`src/rtl/hdmi_rd_pkg.sv`:
```
// hdmi_rd_pkg
//   Shared definitions for the HDMI frame-buffer reader: scheduler FSM state
//   encoding, RGB565 pixel width and the black pixel sent on FIFO underflow.
package hdmi_rd_pkg;

   localparam int                PIX_W     = 16;
   localparam logic [PIX_W-1:0]  BLACK_PIX = 16'h0000;

   typedef enum logic [2:0] {
      IDLE  = 3'd0,
      FLUSH = 3'd1,
      CHECK = 3'd2,
      REQ   = 3'd3,
      DATA  = 3'd4,
      DRAIN = 3'd5
   } rd_state_t;

endpackage

```
`src/rtl/rd_pixel_fifo.sv`:
```
// rd_pixel_fifo
//   Single-clock synchronous FIFO with show-ahead read data.
//   Ports:
//     clk, rst   clock, synchronous active-high reset
//     flush      empties the FIFO (wins over push/pop in the same cycle)
//     push/wdata write one word (ignored when full unless popping too)
//     pop/rdata  rdata is the head word; pop removes it (ignored when empty)
//     count      current occupancy (0..DEPTH)
//     empty/full occupancy flags
//   DEPTH must be a power of two so the pointers wrap naturally.
module rd_pixel_fifo #(
   parameter int DEPTH = 256,
   parameter int WIDTH = 16
) (
   input  logic                       clk,
   input  logic                       rst,
   input  logic                       flush,
   input  logic                       push,
   input  logic [WIDTH-1:0]           wdata,
   input  logic                       pop,
   output logic [WIDTH-1:0]           rdata,
   output logic [$clog2(DEPTH+1)-1:0] count,
   output logic                       empty,
   output logic                       full
);

   localparam int AW = $clog2(DEPTH);
   localparam int CW = $clog2(DEPTH + 1);

   logic [WIDTH-1:0] mem_q [DEPTH];
   logic [AW-1:0]    wr_ptr_q, rd_ptr_q;
   logic [CW-1:0]    count_q, count_d;
   logic             do_push, do_pop;

   assign empty   = (count_q == '0);
   assign full    = (count_q == CW'(DEPTH));
   // A push into a full FIFO is allowed when the same cycle pops a word.
   assign do_pop  = pop & ~empty;
   assign do_push = push & (~full | do_pop);

   always_comb begin
      count_d = count_q;
      case ({do_push, do_pop})
         2'b10:   count_d = count_q + CW'(1);
         2'b01:   count_d = count_q - CW'(1);
         default: count_d = count_q;
      endcase
   end

   always_ff @(posedge clk) begin
      if (do_push && !flush) begin
         mem_q[wr_ptr_q] <= wdata;
      end
   end

   always_ff @(posedge clk) begin
      if (rst || flush) begin
         wr_ptr_q <= '0;
         rd_ptr_q <= '0;
         count_q  <= '0;
      end else begin
         if (do_push) wr_ptr_q <= wr_ptr_q + AW'(1);
         if (do_pop)  rd_ptr_q <= rd_ptr_q + AW'(1);
         count_q <= count_d;
      end
   end

   assign rdata = mem_q[rd_ptr_q];
   assign count = count_q;

endmodule

```
`src/rtl/hdmi_frame_reader.sv`:
```
// hdmi_frame_reader
//   Frame-buffer read scheduler for the HDMI output path. Fetches one active
//   frame of RGB565 pixels in BURST_LEN-pixel bursts into a local FIFO and
//   answers the timing generator's data_req with data_in one cycle later.
//   A rising edge of video_vs restarts the frame from BASE_ADDR.
//   Ports:
//     pixel_clk, sys_rst       clock, synchronous active-high reset
//     video_vs                 vsync; rising edge = frame start
//     data_req / data_in       pixel request / registered pixel (black on underflow)
//     rd_req, rd_addr, rd_ack  burst request handshake: rd_req and rd_addr are
//                              held until rd_ack is seen high on a clock edge
//     rd_valid, rd_data        read data beats
//     underflow                sticky: data_req seen with the FIFO empty
//     frame_done               one-cycle pulse after the last burst of a frame
//     dbg_state                current scheduler state (rd_state_t encoding)
//   Optional build macro HDMI_RD_STATS_EN adds underflow_cnt: a saturating
//   16-bit count of underflowing requests, cleared by reset and each vsync edge.
module hdmi_frame_reader
   import hdmi_rd_pkg::*;
#(
   parameter int                H_ACT      = 1280,
   parameter int                V_ACT      = 720,
   parameter int                BURST_LEN  = 64,
   parameter int                FIFO_DEPTH = 256,
   parameter int                ADDR_W     = 24,
   parameter logic [ADDR_W-1:0] BASE_ADDR  = '0
) (
   input  logic              pixel_clk,
   input  logic              sys_rst,
   input  logic              video_vs,
   input  logic              data_req,
   output logic [PIX_W-1:0]  data_in,
   output logic              rd_req,
   output logic [ADDR_W-1:0] rd_addr,
   input  logic              rd_ack,
   input  logic              rd_valid,
   input  logic [PIX_W-1:0]  rd_data,
   output logic              underflow,
   output logic              frame_done,
`ifdef HDMI_RD_STATS_EN
   output logic [15:0]       underflow_cnt,
`endif
   output logic [2:0]        dbg_state
);

   localparam int RW = $clog2(H_ACT * V_ACT + 1);
   localparam int CW = $clog2(FIFO_DEPTH + 1);
   localparam int BW = (BURST_LEN > 1) ? $clog2(BURST_LEN) : 1;

   localparam logic [RW-1:0]     FRAME_PIX = RW'(H_ACT * V_ACT);
   localparam logic [RW-1:0]     REM_STEP  = RW'(BURST_LEN);
   localparam logic [ADDR_W-1:0] ADDR_STEP = ADDR_W'(BURST_LEN);
   localparam logic [BW-1:0]     LAST_BEAT = BW'(BURST_LEN - 1);
   // A burst is only requested when a whole burst fits; the FIFO only drains
   // in the meantime, so the in-flight beats always have room.
   localparam logic [CW-1:0]     MAX_FILL  = CW'(FIFO_DEPTH - BURST_LEN);

   rd_state_t         state_q;
   logic              vs_q, vs_rise_q;
   logic              rd_req_q;
   logic [ADDR_W-1:0] rd_addr_q;
   logic [RW-1:0]     rem_q;
   logic [BW-1:0]     beat_q;
   logic              frame_done_q;
   logic [PIX_W-1:0]  data_in_q;
   logic              underflow_q;

   logic              fifo_push, fifo_flush, fifo_empty, fifo_full;
   logic [PIX_W-1:0]  fifo_rdata;
   logic [CW-1:0]     fifo_cnt;
   logic              last_beat;

   assign fifo_push  = (state_q == DATA) && rd_valid && !fifo_full;
   assign fifo_flush = (state_q == FLUSH);
   assign last_beat  = rd_valid && (beat_q == LAST_BEAT);

   rd_pixel_fifo #(
      .DEPTH (FIFO_DEPTH),
      .WIDTH (PIX_W)
   ) u_fifo (
      .clk   (pixel_clk),
      .rst   (sys_rst),
      .flush (fifo_flush),
      .push  (fifo_push),
      .wdata (rd_data),
      .pop   (data_req),
      .rdata (fifo_rdata),
      .count (fifo_cnt),
      .empty (fifo_empty),
      .full  (fifo_full)
   );

   always_ff @(posedge pixel_clk) begin
      if (sys_rst) begin
         state_q      <= IDLE;
         vs_q         <= 1'b0;
         vs_rise_q    <= 1'b0;
         rd_req_q     <= 1'b0;
         rd_addr_q    <= BASE_ADDR;
         rem_q        <= '0;
         beat_q       <= '0;
         frame_done_q <= 1'b0;
      end else begin
         vs_q         <= video_vs;
         vs_rise_q    <= video_vs & ~vs_q;
         frame_done_q <= 1'b0;
         case (state_q)
            IDLE: begin
               if (vs_rise_q) state_q <= FLUSH;
            end
            FLUSH: begin
               // Restart the frame: the pixel counter is reloaded to a full frame.
               rd_addr_q <= BASE_ADDR;
               rem_q     <= FRAME_PIX;
               beat_q    <= '0;
               state_q   <= CHECK;
            end
            CHECK: begin
               if (vs_rise_q) begin
                  state_q <= FLUSH;
               end else if (rem_q == '0) begin
                  frame_done_q <= 1'b1;
                  state_q      <= IDLE;
               end else if (fifo_cnt <= MAX_FILL) begin
                  rd_req_q <= 1'b1;
                  state_q  <= REQ;
               end
            end
            REQ: begin
               if (vs_rise_q) begin
                  rd_req_q <= 1'b0;
                  state_q  <= FLUSH;
               end else if (rd_ack) begin
                  rd_req_q  <= 1'b0;
                  rd_addr_q <= rd_addr_q + ADDR_STEP;
                  rem_q     <= rem_q - REM_STEP;
                  beat_q    <= '0;
                  state_q   <= DATA;
               end
            end
            DATA: begin
               if (rd_valid) beat_q <= beat_q + BW'(1);
               // An abort that coincides with the final beat needs no drain.
               if (vs_rise_q) state_q <= last_beat ? FLUSH : DRAIN;
               else if (last_beat) state_q <= CHECK;
            end
            DRAIN: begin
               if (rd_valid) begin
                  beat_q <= beat_q + BW'(1);
                  if (beat_q == LAST_BEAT) state_q <= FLUSH;
               end
            end
            default: state_q <= IDLE;
         endcase
      end
   end

   always_ff @(posedge pixel_clk) begin
      if (sys_rst) begin
         data_in_q   <= BLACK_PIX;
         underflow_q <= 1'b0;
      end else if (data_req) begin
         if (fifo_empty) begin
            data_in_q   <= BLACK_PIX;
            underflow_q <= 1'b1;
         end else begin
            data_in_q <= fifo_rdata;
         end
      end
   end

`ifdef HDMI_RD_STATS_EN
   logic [15:0] ucnt_q, ucnt_d;

   always_comb begin
      ucnt_d = ucnt_q;
      if (vs_rise_q) ucnt_d = '0;
      else if (data_req && fifo_empty && (ucnt_q != 16'hFFFF)) ucnt_d = ucnt_q + 16'd1;
   end

   always_ff @(posedge pixel_clk) begin
      if (sys_rst) ucnt_q <= '0;
      else         ucnt_q <= ucnt_d;
   end

   assign underflow_cnt = ucnt_q;
`endif

   assign data_in    = data_in_q;
   assign rd_req     = rd_req_q;
   assign rd_addr    = rd_addr_q;
   assign underflow  = underflow_q;
   assign frame_done = frame_done_q;
   assign dbg_state  = state_q;

endmodule

```
`config.mk`:
```
export PLATFORM = sky130hd
export DESIGN_NAME = hdmi_frame_reader
export DESIGN_NICKNAME = d
export VERILOG_FILES = /design/src/rtl/hdmi_rd_pkg.sv /design/src/rtl/rd_pixel_fifo.sv /design/src/rtl/hdmi_frame_reader.sv
export SDC_FILE = /design/constraint.sdc
export NUM_CORES = 2
export LEC_CHECK = 0
export CORE_AREA = 2 2 638 640
export DETAILED_ROUTE_END_ITERATION = 7
export DIE_AREA = 0 0 640 642
export PLACE_DENSITY = 0.51
export SYNTH_ARGS = -nofsm -noshare
export SYNTH_HDL_FRONTEND = slang
export SYNTH_SLANG_ARGS = --single-unit
```
`constraint.sdc`:
```
create_clock -name pixel_clk -period 11 [get_ports pixel_clk]
set_clock_uncertainty 0.2 [all_clocks]
set_input_delay 2.2 -clock pixel_clk [delete_from_list [all_inputs] [get_ports pixel_clk]]
set_output_delay 2.2 -clock pixel_clk [all_outputs]
set_load 0.1 [all_outputs]
```
== Word-level counts from Yosys, hierarchy flattened ==
Memory sizes are Yosys's and may differ from the RTL's. A register that Yosys moved wholly into a read port is not among the register bits.
Index checks and enable logic that the tools add are counted.
Storage, ports and cells
  register bits after elaboration: 99
  bits in latches: 0
  memory bits (writable): 4096
  bits in read-only memories: 0
  output and inout port bits: 46
  logic and storage cells: 107
  memories: 1
Cells by class
  $add $sub $neg: 7
  $mul: 0
  div/mod/pow operators: 0
  magnitude comparators: 1
  eq/ne operators: 21
  shift-type cells: 0
  mux-type cells: 35
  bitwise gates (word level): 8
  reductions and logical operators: 21
Memory list
  u_fifo.mem_q: words 256, width 16, read ports 1, clocked after memory_dff 1, wr ports 1, line rd_pixel_fifo.sv:30  | logic [WIDTH-1:0] mem_q [DEPTH];
Operator list (count)
  24-bit two-way mux: 2
  24-bit one-hot mux with 2 select lines: 1
  20-bit two-way mux: 2
  20-bit one-hot mux with 2 select lines: 1
  3-bit two-way mux: 11
  24-bit by 7-bit adder with 24-bit output, second input constant: 1
  20-bit zero test: 1
  20-bit by 7-bit subtractor with 20-bit output, second input constant: 1
  6-bit two-way mux: 3
  3-bit one-hot mux with 6 select lines: 1
  6-bit one-hot mux with 3 select lines: 1
  9-bit one-hot mux with 2 select lines: 1
  8-bit by 1-bit adder with 8-bit output, second input constant: 2
  16-bit two-way mux: 1
  8-bit two-way mux: 2
  2-bit != test, second input constant: 8
  9-bit by 1-bit adder with 9-bit output, second input constant: 1
  9-bit equality test, second input constant: 1
  9-bit by 8-bit less-or-equal comparator with 1-bit output, second input constant: 1
  9-bit zero test: 1
  9-bit by 1-bit subtractor with 9-bit output, second input constant: 1
  1-bit two-way mux: 8
  6-bit by 1-bit adder with 6-bit output, second input constant: 1
  3-bit by 2-bit equality test with 1-bit output, second input constant: 2
  25 further kinds: 38

== Depth between registers and ports, before layout ==
  depth after elaboration: 8
  mapped depth: 13
  mapped depth without buffers: 12

== Modules after synthesis ==
A second synthesis with hierarchy kept.
Second synthesis, totals
  cell total of the unflattened synthesis: 7571
  area total of the unflattened synthesis: 161871.5 sq um
By module, submodules not included
  rd_pixel_fifo: times used 1, cells each 7241, area an instance 159037.5 sq um, sequential area each 123658.6 sq um
  hdmi_frame_reader: times used 1, cells each 330, area an instance 2834.0 sq um, sequential area each 1241.2 sq um

== Worst setup path before layout ==
OpenSTA, ideal clock, no wires.
  kind: input -> register
  start: input rd_valid
  end: register u_fifo.count_q[8], in the netlist u_fifo.count[8]
  library setup time: 0.070 ns
  data arrival time: 5.283 ns
  path slack: 5.447 ns
  cell stages on the path: 13
  path buffers: 1
  cell sequence: nand4bb_1 -> a41oi_1 -> inv_1 -> clkbuf_1 -> ha_1 -> fa_1 -> a21o_1 -> a21oi_1 -> o21bai_1 -> a2111oi_0 -> nor3b_1 -> or4_1 -> a21oi_1
Between the ends
  word-level cells in the longest chain between the ends: 5
  elaborated cells on any way between the ends: 7
RTL lines
  from (decl): line hdmi_frame_reader.sv:36  | input logic rd_valid,
  1-bit logical AND * (2 in a row): line hdmi_frame_reader.sv:73  | assign fifo_push = (state_q == DATA) && rd_valid && !fifo_full;
  1-bit AND *: line rd_pixel_fifo.sv:39  | assign do_push = push & (~full | do_pop);
  2-bit by 1-bit equality test with 1-bit output or 2-bit equality test (tied branches): line rd_pixel_fifo.sv:43  | case ({do_push, do_pop})
  9-bit one-hot mux with 2 select lines or 2-bit nonzero test (tied branches)
  to (signal assigned): line rd_pixel_fifo.sv:64  | count_q <= count_d;
  to (decl): line rd_pixel_fifo.sv:32  | logic [CW-1:0] count_q, count_d;
Mark *: on every way between the ends. The rest lies on a longest branch, timed or not.
A chain may end at the register's enable or synchronous reset.

== Worst setup path after layout ==
  start: input rd_valid
  end: memory u_fifo.mem_q[237][2] (enable)
Between the ends
  word-level cells in the longest chain between the ends: 6
RTL lines
  1-bit logical AND (2 in a row): line hdmi_frame_reader.sv:73
  1-bit AND: line rd_pixel_fifo.sv:39
  1-bit logical AND: line rd_pixel_fifo.sv:51  | if (do_push && !flush) begin
  1-bit two-way mux: line rd_pixel_fifo.sv:51
  1-bit two-way mux (implied by the code): line rd_pixel_fifo.sv:52  | mem_q[wr_ptr_q] <= wdata;
  to (decl): line rd_pixel_fifo.sv:30
Every way passes these cells.

==> run summary <==
Final period util = 59.74%
pin count of the biggest net entering global routing = 123
HPWL Detailed = 287400 µm
input/output buffers = 61
first-pass GRT wire length = 649100 µm
measured slew at the worst slew-check pin = 1.345 ns
critical path depth = 7
worst skew pair latency = 1.02 ns
sequential fraction of the synthesis area = 77.52%
top_reg_cell synth = edfxtp_1
WP buf/inv = 2
power density cells = 181.5 nW/µm²
asr flop ratio synth = 0%
hold path depth = 1
Synth top area share = 76.34%
CTS buffer count = 434
Synth Register Bits = 4191
Worst Hold End = vs_rise_q$_SDFF_PP0_
Initial Util = 39.85%
Via-to-Cell Ratio = 5.833
critical-path cell list = clkdlybuf4s50_1 -> nand4bb_1 -> a41oi_1 -> inv_1 -> nor3b_2 -> nand3_1 -> nor2_2
Post-DRT Antenna Nets = 0
Post-synth top cells = edfxtp_1 (4096), mux4_2 (1104), nor2_1 (359), mux2i_1 (173), clkbuf_1 (149)
RSZ-0062 raised after global routing = no
dpl cell area = 169200 µm²
Die X-Extent = 640 µm
Setup Buffers After CTS = 0
relative slew slack = 9.580%
Setup CP Type = in2reg
root buf cell = clkbuf_16
final instance area = 183900 µm²
Yosys Warn Count = 0
Slew Limit Fails = 0
Critical Path Start Type = primary input
deepest clock path buffer count = 4
share of layout cells above drive strength 1 = 29.35%
delay-heaviest family, CP = simple AND/OR/NAND/NOR gates
clock transition at the registers of the reported paths = 0.06 ns
Area contributors post-synth = edfxtp_1 (76%), mux4_2 (15%), dfxtp_1 (1.2%)
die area = 410900 µm²
DR DRC count = 0
core area = 404300 µm²
Synth cell types = 78
GPL Wtd Cong = 0.8320
dominant cell type by area after synthesis = edfxtp_1
CP max stage delay = 1.13 ns
vias = 77570
VDD IR-drop max = 0.0001362 V
number of synthesized flops with an enable pin = 4096
Syn Area/Cell = 22.60 µm²
Final min period = 6.571 ns
final setup violation count = 0
gr usage total = 22.73%
r2r endpoint = data_in[4]$_SDFFE_PP0P_
critical-path cell with the highest stage delay = nor2_2
CTS tree = yes
Avg WL per Cell = 35.63 µm
initial antenna violation count = 29
H-tree depth = 5
Pleak = 0.05418 µW
Worst Setup End Kind = flop
Worst Path Required = 11.41 ns
Syn Inst Count = 7128
Fin Setup TNS = 0 ns
Max Cap Viol = 0
drt total wl = 473800 µm
reg-to-reg slack, setup = 5.29 ns
initial drt markers = 10280
Max FO, Critical Path = 16
Hold WS = 0.1989 ns
fmax = 152.2 MHz
status = completed
number of global-route vias before repair = 77490
post_cts resized = 0
grt total ovfl = 0
die height = 642 µm
most common cell in the synthesized netlist = edfxtp_1
Final Hold Fails = 0
Synth Cell Area = 161100 µm²
class of the worst hold path = reg2reg
R2R cell count = 9
Area Growth Syn to Fin = 14.14%
Sink Count = 4191
nets@finish = 7531
CTS Hold Bufs = 0
io pins = 68
DRT Pass-1 Iters = 6
row count = 234
Worst EP arrival = 6.98 ns
hold path startpoint = vs_q$_SDFF_PP0_
==> layer usage <==
layer | vias up | wire, µm | global-route usage [%]
met3 | 550 | 35180 | 3.985
li1 | 31060 | - | -
met2 | 3233 | 223900 | 35.67
met5 | - | 53 | 0
met1 | 42720 | 201400 | 32.92
met4 | 8 | 13280 | 6.091
==> state kept, by name, summed over array words and instances, names as in the netlist, named ones only <==
signal	cells
underflow	1
u_fifo.rd_ptr_q	8
vs_rise_q	1
beat_q	6
rd_req	1
rd_addr	18
u_fifo.wr_ptr_q	8
dbg_state	3
rem_q	14
vs_q	1
u_fifo.count	9
frame_done	1
data_in	16
u_fifo.mem_q	4096
==> where the power goes <==
group          internal, µW  leakage (µW)  switching, µW
registers             17500        0.0376           21.0
logic                   111       0.00950            504
clock network          8900       0.00712           6310
total                 26500        0.0542           6830
==> worst register-to-register path: stages (launching register included) <==
cell	delay (ns)
dfxtp_4	0.99
buf_12	0.67
buf_4	0.73
mux4_2	0.34
mux2i_1	0.11
mux2i_1	0.32
o22ai_1	0.31
nor4_1	0.96
nand4_1	0.67
a21oi_1	0.31
==> cell usage in the layout (no fill, tap or decap), types with 30 or more instances in the layout <==
| master | Yosys | final |
|---|---|---|
| edfxtp_1 | 4096 | 4096 |
| nor2_2 | 0 | 184 |
| nor3_1 | 46 | 45 |
| clkinv_2 | 0 | 82 |
| nand2_1 | 122 | 110 |
| clkbuf_1 | 149 | 62 |
| clkinv_1 | 0 | 91 |
| buf_4 | 68 | 241 |
| mux2_2 | 30 | 30 |
| clkbuf_16 | 0 | 440 |
| o21ai_0 | 32 | 32 |
| mux2i_1 | 173 | 173 |
| mux4_2 | 1104 | 1104 |
| a22oi_1 | 87 | 87 |
| dfxtp_1 | 95 | 89 |
| clkdlybuf4s50_1 | 0 | 38 |
| nor2_1 | 359 | 173 |
| o22ai_1 | 56 | 56 |
| a21oi_1 | 99 | 99 |
| clkinvlp_4 | 0 | 30 |
| a22o_1 | 39 | 39 |
| bufinv_16 | 0 | 67 |
==> how the worst max path moves through the flow <==
stage | slack (ns) | end | from
after floorplan | 5.45 | u_fifo.count[8]$_SDFFE_PP0P_ | rd_valid
after global placement | 3.49 | u_fifo.mem_q[237][2]$_DFFE_PP_ | rd_valid
after detailed placement | 3.42 | u_fifo.mem_q[132][2]$_DFFE_PP_ | rd_valid
after CTS | 4.46 | u_fifo.mem_q[129][4]$_DFFE_PP_ | rd_valid
after global routing | 4.34 | u_fifo.mem_q[229][15]$_DFFE_PP_ | rd_valid
final | 4.43 | u_fifo.mem_q[237][2]$_DFFE_PP_ | rd_valid
==> through the flow <==
| stage | total power [µW] | instances | util, % | worst slack [ns] |
|---|---|---|---|---|
| CTS | 33640 | 13280 | 45.48 | 4.462 |
| global route | 34260 | 13290 | 45.48 | 4.337 |
| floorplan | 18100 | 7133 | - | 5.447 |
| global placement | 18500 | 12480 | 41.84 | 3.492 |
| detailed placement | 18520 | 12480 | 41.84 | 3.424 |
| finish | 33380 | 13300 | 45.49 | 4.429 |
==> cells by family after synthesis <==
group / share of synthesized area [%]
flops: 77.52
mux: 16.72
simple gates: 1.964
compound gates: 2.003
buf+inv: 1.416
xor+xnor: 0.2392
fa+ha+maj: 0.1444
other cells: 0.002327
==> final cells by class <==
| class | count | area [µm²] |
|---|---|---|
| fillers | 33510 | 220400 |
| flip-flops and latches | 4191 | 124900 |
| multi-input cells | 2535 | 34600 |
| clock buffers | 502 | 11240 |
| well taps | 5428 | 6792 |
| clock inverters | 299 | 3461 |
| repair buffers | 314 | 2809 |
| inverters | 15 | 56.30 |
| diodes | 15 | 37.54 |
Power figures use the tool's default switching activity.
